**src/rtl/video_format_reporter_if.sv**
```systemverilog
// Host-facing side of the format reporter: published code,
// change counter and the level req/ack change handshake.
interface video_format_reporter_if;
    logic [7:0] format_out;
    logic       format_valid;
    logic       change_req;
    logic [7:0] change_count;
    logic       change_ack;

    modport master (
        output format_out,
        output format_valid,
        output change_req,
        output change_count,
        input  change_ack
    );

    modport slave (
        input  format_out,
        input  format_valid,
        input  change_req,
        input  change_count,
        output change_ack
    );
endinterface

```
**src/rtl/video_format_reporter.sv**
```systemverilog
// Qualifies the detector's raw format code over several frames and
// publishes stable codes; forces 0x00 when vsync stops arriving.
module video_format_reporter #(
    parameter int unsigned STABLE_FRAMES = 4,
    parameter int unsigned LOSS_TIMEOUT  = 2500000
) (
    input  logic       clk,
    input  logic       reset_x,
    input  logic       vsync_in,
    input  logic [7:0] format_in,
    video_format_reporter_if.master host
);

    localparam int unsigned LW = $clog2(LOSS_TIMEOUT + 1);
    localparam logic [LW-1:0] LOSS_MAX  = LW'(LOSS_TIMEOUT);
    localparam logic [LW-1:0] LOSS_LAST = LW'(LOSS_TIMEOUT - 1);
    localparam logic [7:0]    STABLE_N  = 8'(STABLE_FRAMES);

    typedef enum logic [1:0] {
        S_NO_SIGNAL,
        S_QUALIFY,
        S_LOCKED
    } state_t;

    logic          r_vs_s1;
    logic          r_vs_s2;
    logic          r_vs_d;
    logic [7:0]    r_fmt_s1;
    logic [7:0]    r_fmt_s2;
    logic [7:0]    r_cand;
    logic [7:0]    r_stable;
    logic [LW-1:0] r_loss_cnt;
    state_t        r_state;
    logic [7:0]    r_fmt_out;
    logic          r_valid;
    logic          r_req;
    logic [7:0]    r_count;

    logic          w_tick;
    logic          w_loss;
    logic [7:0]    w_stable_tick;
    logic          w_qual;
    state_t        w_state_nxt;
    logic          w_publish;
    logic [7:0]    w_pub_code;

    // Format bits share the vsync sync depth, so the code seen at
    // frame_tick already reflects the frame that just started.
    always_ff @(posedge clk or negedge reset_x) begin
        if (!reset_x) begin
            r_vs_s1  <= 1'b0;
            r_vs_s2  <= 1'b0;
            r_vs_d   <= 1'b0;
            r_fmt_s1 <= 8'h00;
            r_fmt_s2 <= 8'h00;
        end else begin
            r_vs_s1  <= vsync_in;
            r_vs_s2  <= r_vs_s1;
            r_vs_d   <= r_vs_s2;
            r_fmt_s1 <= format_in;
            r_fmt_s2 <= r_fmt_s1;
        end
    end

    assign w_tick = r_vs_d & ~r_vs_s2;

    // Firing on the step into LOSS_TIMEOUT makes loss a one-shot.
    assign w_loss = ~w_tick & (r_loss_cnt == LOSS_LAST);

    always_ff @(posedge clk or negedge reset_x) begin
        if (!reset_x) begin
            r_loss_cnt <= '0;
        end else if (w_tick) begin
            r_loss_cnt <= '0;
        end else if (r_loss_cnt != LOSS_MAX) begin
            r_loss_cnt <= r_loss_cnt + 1'b1;
        end
    end

    always_comb begin
        w_stable_tick = 8'd1;
        if (r_fmt_s2 == r_cand) begin
            if (r_stable == 8'hFF) w_stable_tick = r_stable;
            else                   w_stable_tick = r_stable + 8'd1;
        end
    end

    assign w_qual = (w_stable_tick >= STABLE_N);

    always_ff @(posedge clk or negedge reset_x) begin
        if (!reset_x) begin
            r_cand   <= 8'h00;
            r_stable <= 8'h00;
        end else if (w_loss) begin
            r_cand   <= 8'h00;
            r_stable <= 8'h00;
        end else if (w_tick) begin
            r_cand   <= r_fmt_s2;
            r_stable <= w_stable_tick;
        end
    end

    always_comb begin
        w_state_nxt = r_state;
        w_publish   = 1'b0;
        w_pub_code  = r_fmt_s2;
        if (w_loss) begin
            w_state_nxt = S_NO_SIGNAL;
            w_publish   = (r_fmt_out != 8'h00);
            w_pub_code  = 8'h00;
        end else if (w_tick) begin
            unique case (r_state)
                S_NO_SIGNAL: begin
                    w_state_nxt = S_QUALIFY;
                end
                S_QUALIFY: begin
                    if (r_fmt_s2 == r_fmt_out) begin
                        w_state_nxt = S_LOCKED;
                    end else if (w_qual) begin
                        w_state_nxt = S_LOCKED;
                        w_publish   = 1'b1;
                    end
                end
                S_LOCKED: begin
                    if (r_fmt_s2 != r_fmt_out) begin
                        if (w_qual) w_publish   = 1'b1;
                        else        w_state_nxt = S_QUALIFY;
                    end
                end
                default: begin
                    w_state_nxt = S_NO_SIGNAL;
                end
            endcase
        end
    end

    always_ff @(posedge clk or negedge reset_x) begin
        if (!reset_x) r_state <= S_NO_SIGNAL;
        else          r_state <= w_state_nxt;
    end

    // A publish on the ack cycle keeps req high: the host must see it.
    always_ff @(posedge clk or negedge reset_x) begin
        if (!reset_x) begin
            r_fmt_out <= 8'h00;
            r_valid   <= 1'b0;
            r_req     <= 1'b0;
            r_count   <= 8'h00;
        end else if (w_publish) begin
            r_fmt_out <= w_pub_code;
            r_valid   <= (w_pub_code != 8'h00);
            r_req     <= 1'b1;
            r_count   <= r_count + 8'd1;
        end else if (r_req && host.change_ack) begin
            r_req     <= 1'b0;
        end
    end

    assign host.format_out   = r_fmt_out;
    assign host.format_valid = r_valid;
    assign host.change_req   = r_req;
    assign host.change_count = r_count;

endmodule
```
**src/flat_wrapper.sv**
```systemverilog
// flat-port wrapper written by rule: the top's interface ports become plain ports
module video_format_reporter_flat 
#(
    parameter int unsigned STABLE_FRAMES = 4,
    parameter int unsigned LOSS_TIMEOUT  = 2500000
)
  (clk, reset_x, vsync_in, format_in, host_format_out, host_format_valid, host_change_req, host_change_count, host_change_ack);
  video_format_reporter_if host_i ();
  input  logic clk;
  input  logic reset_x;
  input  logic vsync_in;
  input  logic [7:0] format_in;
  output wire logic [$bits(host_i.format_out)-1:0] host_format_out;
  output wire logic [$bits(host_i.format_valid)-1:0] host_format_valid;
  output wire logic [$bits(host_i.change_req)-1:0] host_change_req;
  output wire logic [$bits(host_i.change_count)-1:0] host_change_count;
  input wire logic [$bits(host_i.change_ack)-1:0] host_change_ack;
  assign host_format_out = host_i.format_out;
  assign host_format_valid = host_i.format_valid;
  assign host_change_req = host_i.change_req;
  assign host_change_count = host_i.change_count;
  assign host_i.change_ack = host_change_ack;
  video_format_reporter #(.STABLE_FRAMES(STABLE_FRAMES), .LOSS_TIMEOUT(LOSS_TIMEOUT)) u_core (.clk(clk), .reset_x(reset_x), .vsync_in(vsync_in), .format_in(format_in), .host(host_i));
endmodule
```
**config.mk**
```make
export PLATFORM = sky130hd
export DESIGN_NAME = video_format_reporter_flat
export DESIGN_NICKNAME = d
export VERILOG_FILES = /design/src/rtl/video_format_reporter_if.sv /design/src/rtl/video_format_reporter.sv /design/src/flat_wrapper.sv
export SDC_FILE = /design/constraint.sdc
export NUM_CORES = 1
export LEC_CHECK = 0
export BUFFER_PORTS_ARGS = -buffer_cell sky130_fd_sc_hd__buf_4
export CORE_MARGIN = 2
export CORE_UTILIZATION = 45
export CTS_CLUSTER_SIZE = 20
export DETAILED_ROUTE_END_ITERATION = 12
export MAX_ROUTING_LAYER = met4
export PLACE_DENSITY = 0.72
export SLEW_MARGIN = 20
export SYNTH_ARGS = -nofsm -noshare
export SYNTH_HDL_FRONTEND = slang
export SYNTH_SLANG_ARGS = --single-unit
```
**constraint.sdc**
```tcl
create_clock -name clk -period 3.9 [get_ports clk]
set_clock_uncertainty 0.1 [all_clocks]
set_input_delay 0.78 -clock clk [delete_from_list [all_inputs] [get_ports clk]]
set_output_delay 0.78 -clock clk [all_outputs]
set_load 0.1 [all_outputs]
```
==> results by group <==
Synth
  – #FFs+latches synth: 77
  – Syn Area/Cell: 10.7 um2
  – Post-Synth XOR/XNOR Area: 9.41%
  – Post-synthesis mux area share: 4.10%
  – Simple-gate area share of the yosys netlist: 19.5%
  – EDFF count, synth: 0
  – Fraction of registers with async set/reset: 100%
  – Largest family of logic cells by synthesized area: simple AND/OR/NAND/NOR gates
  – Sequential-to-total area share from yosys stat: about half
  – Post-Syn Instances: 349
  – Synthesized Nets: 369
  – Post-synthesis cell type count: 53
  – Adder-cell share of the synthesized area: 2.69%
  – Main synth FF type: dfrtp_1
  – Compound-Gate Fraction of Synth Area: approximately 10%
  – Yosys synthesis warning count: 0
  – Mapped cell area: 3720 um2

Clock tree
  – Clock buffer depth: 2
  – H-tree lvl count: 3
  – Clock-pin slew of the registers on the worst-case setup and hold paths: about 0.08 ns
  – Clk Tree Root Cell: clkbuf_8
  – Hold Buf Count CTS: 0
  – Num CTS Buffers: 9
  – Clk sink count: 77
  – Post-CTS sizing: 0
  – Clk_lat worst skew: roughly 0.35 ns
  – Post-CTS setup buffer count: 0
  – TritonCTS clock tree: built

Route
  – DRC: 0
  – Routed wire length: 6980 um
  – Wire length per cell: 14.2 um
  – Via count: 2619
  – Starting DRT DRC Count: 192
  – Vias per std cell: 5.33
  – TritonRoute pass-1 iters: 5
  – Post-route ant nets: 0

Global routing
  – GR Overflow Total: 0
  – Number of global-route vias before repair: ~2500
  – Global-route wire length before repair: 12000 um
  – All-Layer GR Usage: 17.5%
  – Initial antenna violation count: 0
  – Largest net degree at the start of global routing: 78

Layout
  – Post-Layout Inst Area: 4210 um2
  – Commonest non-fill, non-tap cell in the layout: dfrtp_1
  – Commonest cells after routing, fill and taps aside: dfrtp_1, nor2_1, buf_4
  – Nets: around 400
  – Multi-input combinational cell area: 1710 um2
  – Ant diodes: 0
  – Util after Layout: 51.8%
  – Final non-filler cell total: 491
  – Synth-to-layout area growth: 13.1%
  – Register Area: 1930 um2
  – Layout fillers: 721
  – Layout cell share with drive strength beyond 1: 15.8%

Die
  – Num ports: 30
  – Die Area: 9020 um2
  – Die width: 95.0 um
  – Initial Util: a little under half
  – Site Rows: 33
  – Die Y-Extent: 95.0 um
  – Placeable Area: 8130 um2

Setup path
  – Crit Path Category: reg -> reg
  – Worst setup EP type: register
  – CP startpoint kind: register
  – Critical Path AT: 3.02 ns
  – CP required: 4.04 ns
  – Flop-to-flop setup slack: 1.02 ns
  – Max FO, Critical Path: 16

STA
  – Hold Fails Final Rpt: 0
  – Fin Hold WS: between 0.2 and 0.3 ns
  – Slew at the pin closest to its max-slew limit: 1.01 ns
  – Final setup vio count: 0
  – TNS Setup: 0 ns
  – Slew Limit Fails: 0
  – Period minus WS final: 2.88 ns
  – Fin crit share: 73.9%
  – Final setup margin: 1.02 ns
  – FMAX: roughly 0.35 GHz
  – RSZ-0062 raised after global routing: false
  – Max_slew headroom: 32.4%

Power
  – VDD IR-drop max: 0.245 mV
  – Clock share of power: 33.3%
  – Switching share of power: ~27%
  – Switching power: between 0.4 and 0.5 mW
  – Combinational Power Share: 11.2%
  – Pwr dens: 383 nW/um2
  – Seq pwr share: between 50% and 60%
  – Internal power: 1.18 mW
  – Total power: 1.61 mW
  – Leakage power: ~1.9 nW

Placement
  – I/O Buffers: 29
  – Placed Cells: 475
  – Detail Placement HPWL: 4640 um
  – Final RePlAce weighted congestion: 0.805
  – Post-Place Setup Slack: 1.03 ns
  – DP Area: 4040 um2

Status
  – Status: finished, final reports clean

Run
  – Max cap viols: 0

Min path
  – Hold Path Class: reg -> reg
## per-layer routing
metal,track usage [%],up-vias,routed length [um]
met5,-,-,0
met4,5.68,0,88
met3,4.23,7,188
met2,25.1,33,3200
met1,24.7,1279,3500
li1,-,1300,-
## registers in the layout, indices dropped and copies added, names as in the netlist
signal                    count
u_core.host.format_valid      1
u_core.r_stable               8
u_core.r_fmt_s2               8
u_core.r_cand                 8
u_core.host.change_count      8
u_core.r_vs_d                 1
u_core.host.format_out        8
u_core.host.change_req        1
u_core.r_vs_s1                1
u_core.r_loss_cnt            22
u_core.r_vs_s2                1
u_core.r_fmt_s1               8
u_core.r_state                2
## cell type report
class / count / area share [%]
Clock buffer: 11 / 3.36
Clock inverter: 5 / 0.861
Inverter: 10 / 0.891
Multi-Input combinational cell: 253 / 40.7
Sequential cell: 77 / 45.7
Tap cell: 105 / 3.12
Timing Repair Buffer: 30 / 5.35
## cells by family (layout without fill, tap and decap cells)
family | Yosys count | in the layout
muxes | 14 | 14
xor gates and xnor gates | 40 | 40
DFF | 77 | 77
adders and majority gates | 8 | 8
buffers and inverters | 19 | 56
AOI/OAI and AO/OA | 54 | 54
and+or+nand+nor | 137 | 137
## critical path: stages, from the launching register on
cell and delay (ns):
dfrtp_1 0.44, ha_1 0.28, or4_4 0.49, nor2_2 0.11, nor2_1 0.08, o311ai_4 0.74
nand2_2 0.19, mux2_4 0.35
## power by group through the flow
| stage | Combinational (mW) | Sequential [mW] | Clock (mW) |
|---|---|---|---|
| 5_1_grt | 0.211 | 0.905 | 0.596 |
| 3_5_place_dp | 0.184 | 0.910 | 0 |
| 4_1_cts | 0.185 | 0.895 | 0.556 |
| 6_report | 0.181 | 0.894 | 0.536 |
| 3_3_place_gp | 0.178 | 0.908 | 0 |
| 2_1_floorplan | 0.133 | 0.900 | 0 |
## worst paths after layout
kind | from | end | cells after the start
setup / recovery | u_core.r_stable[0] | u_core.host.change_count[1] | 7
hold / removal | u_core.r_vs_s1 | u_core.r_vs_s2 | 0
setup reg to reg | u_core.r_stable[0] | u_core.host.change_count[1] | 7
hold reg to reg | u_core.r_vs_s1 | u_core.r_vs_s2 | 0
max in group asynchronous | reset_x | u_core.r_loss_cnt[9] | 1
min in group asynchronous | reset_x | u_core.r_loss_cnt[4] | 1
## synthesized netlist by cell type (4+ instances only)
master    instances  share of area, %
nand3_1          18               2.4
xnor2_1          21               4.9
ha_1              8               2.7
clkbuf_1          5              0.50
nor4_1            7               1.2
xor2_1           19               4.5
nand2_1          17               1.7
dfrtp_1          77                52
nand4_1          14               2.4
a21oi_1          18               2.4
a22o_1            9               2.1
nor2_1           44               4.4
inv_1            10               1.0
mux2i_1          10               2.7
nand2b_1          4              0.67
or3_1             5              0.84
o21ai_0           9               1.2
Power figures use the tool's default switching activity.
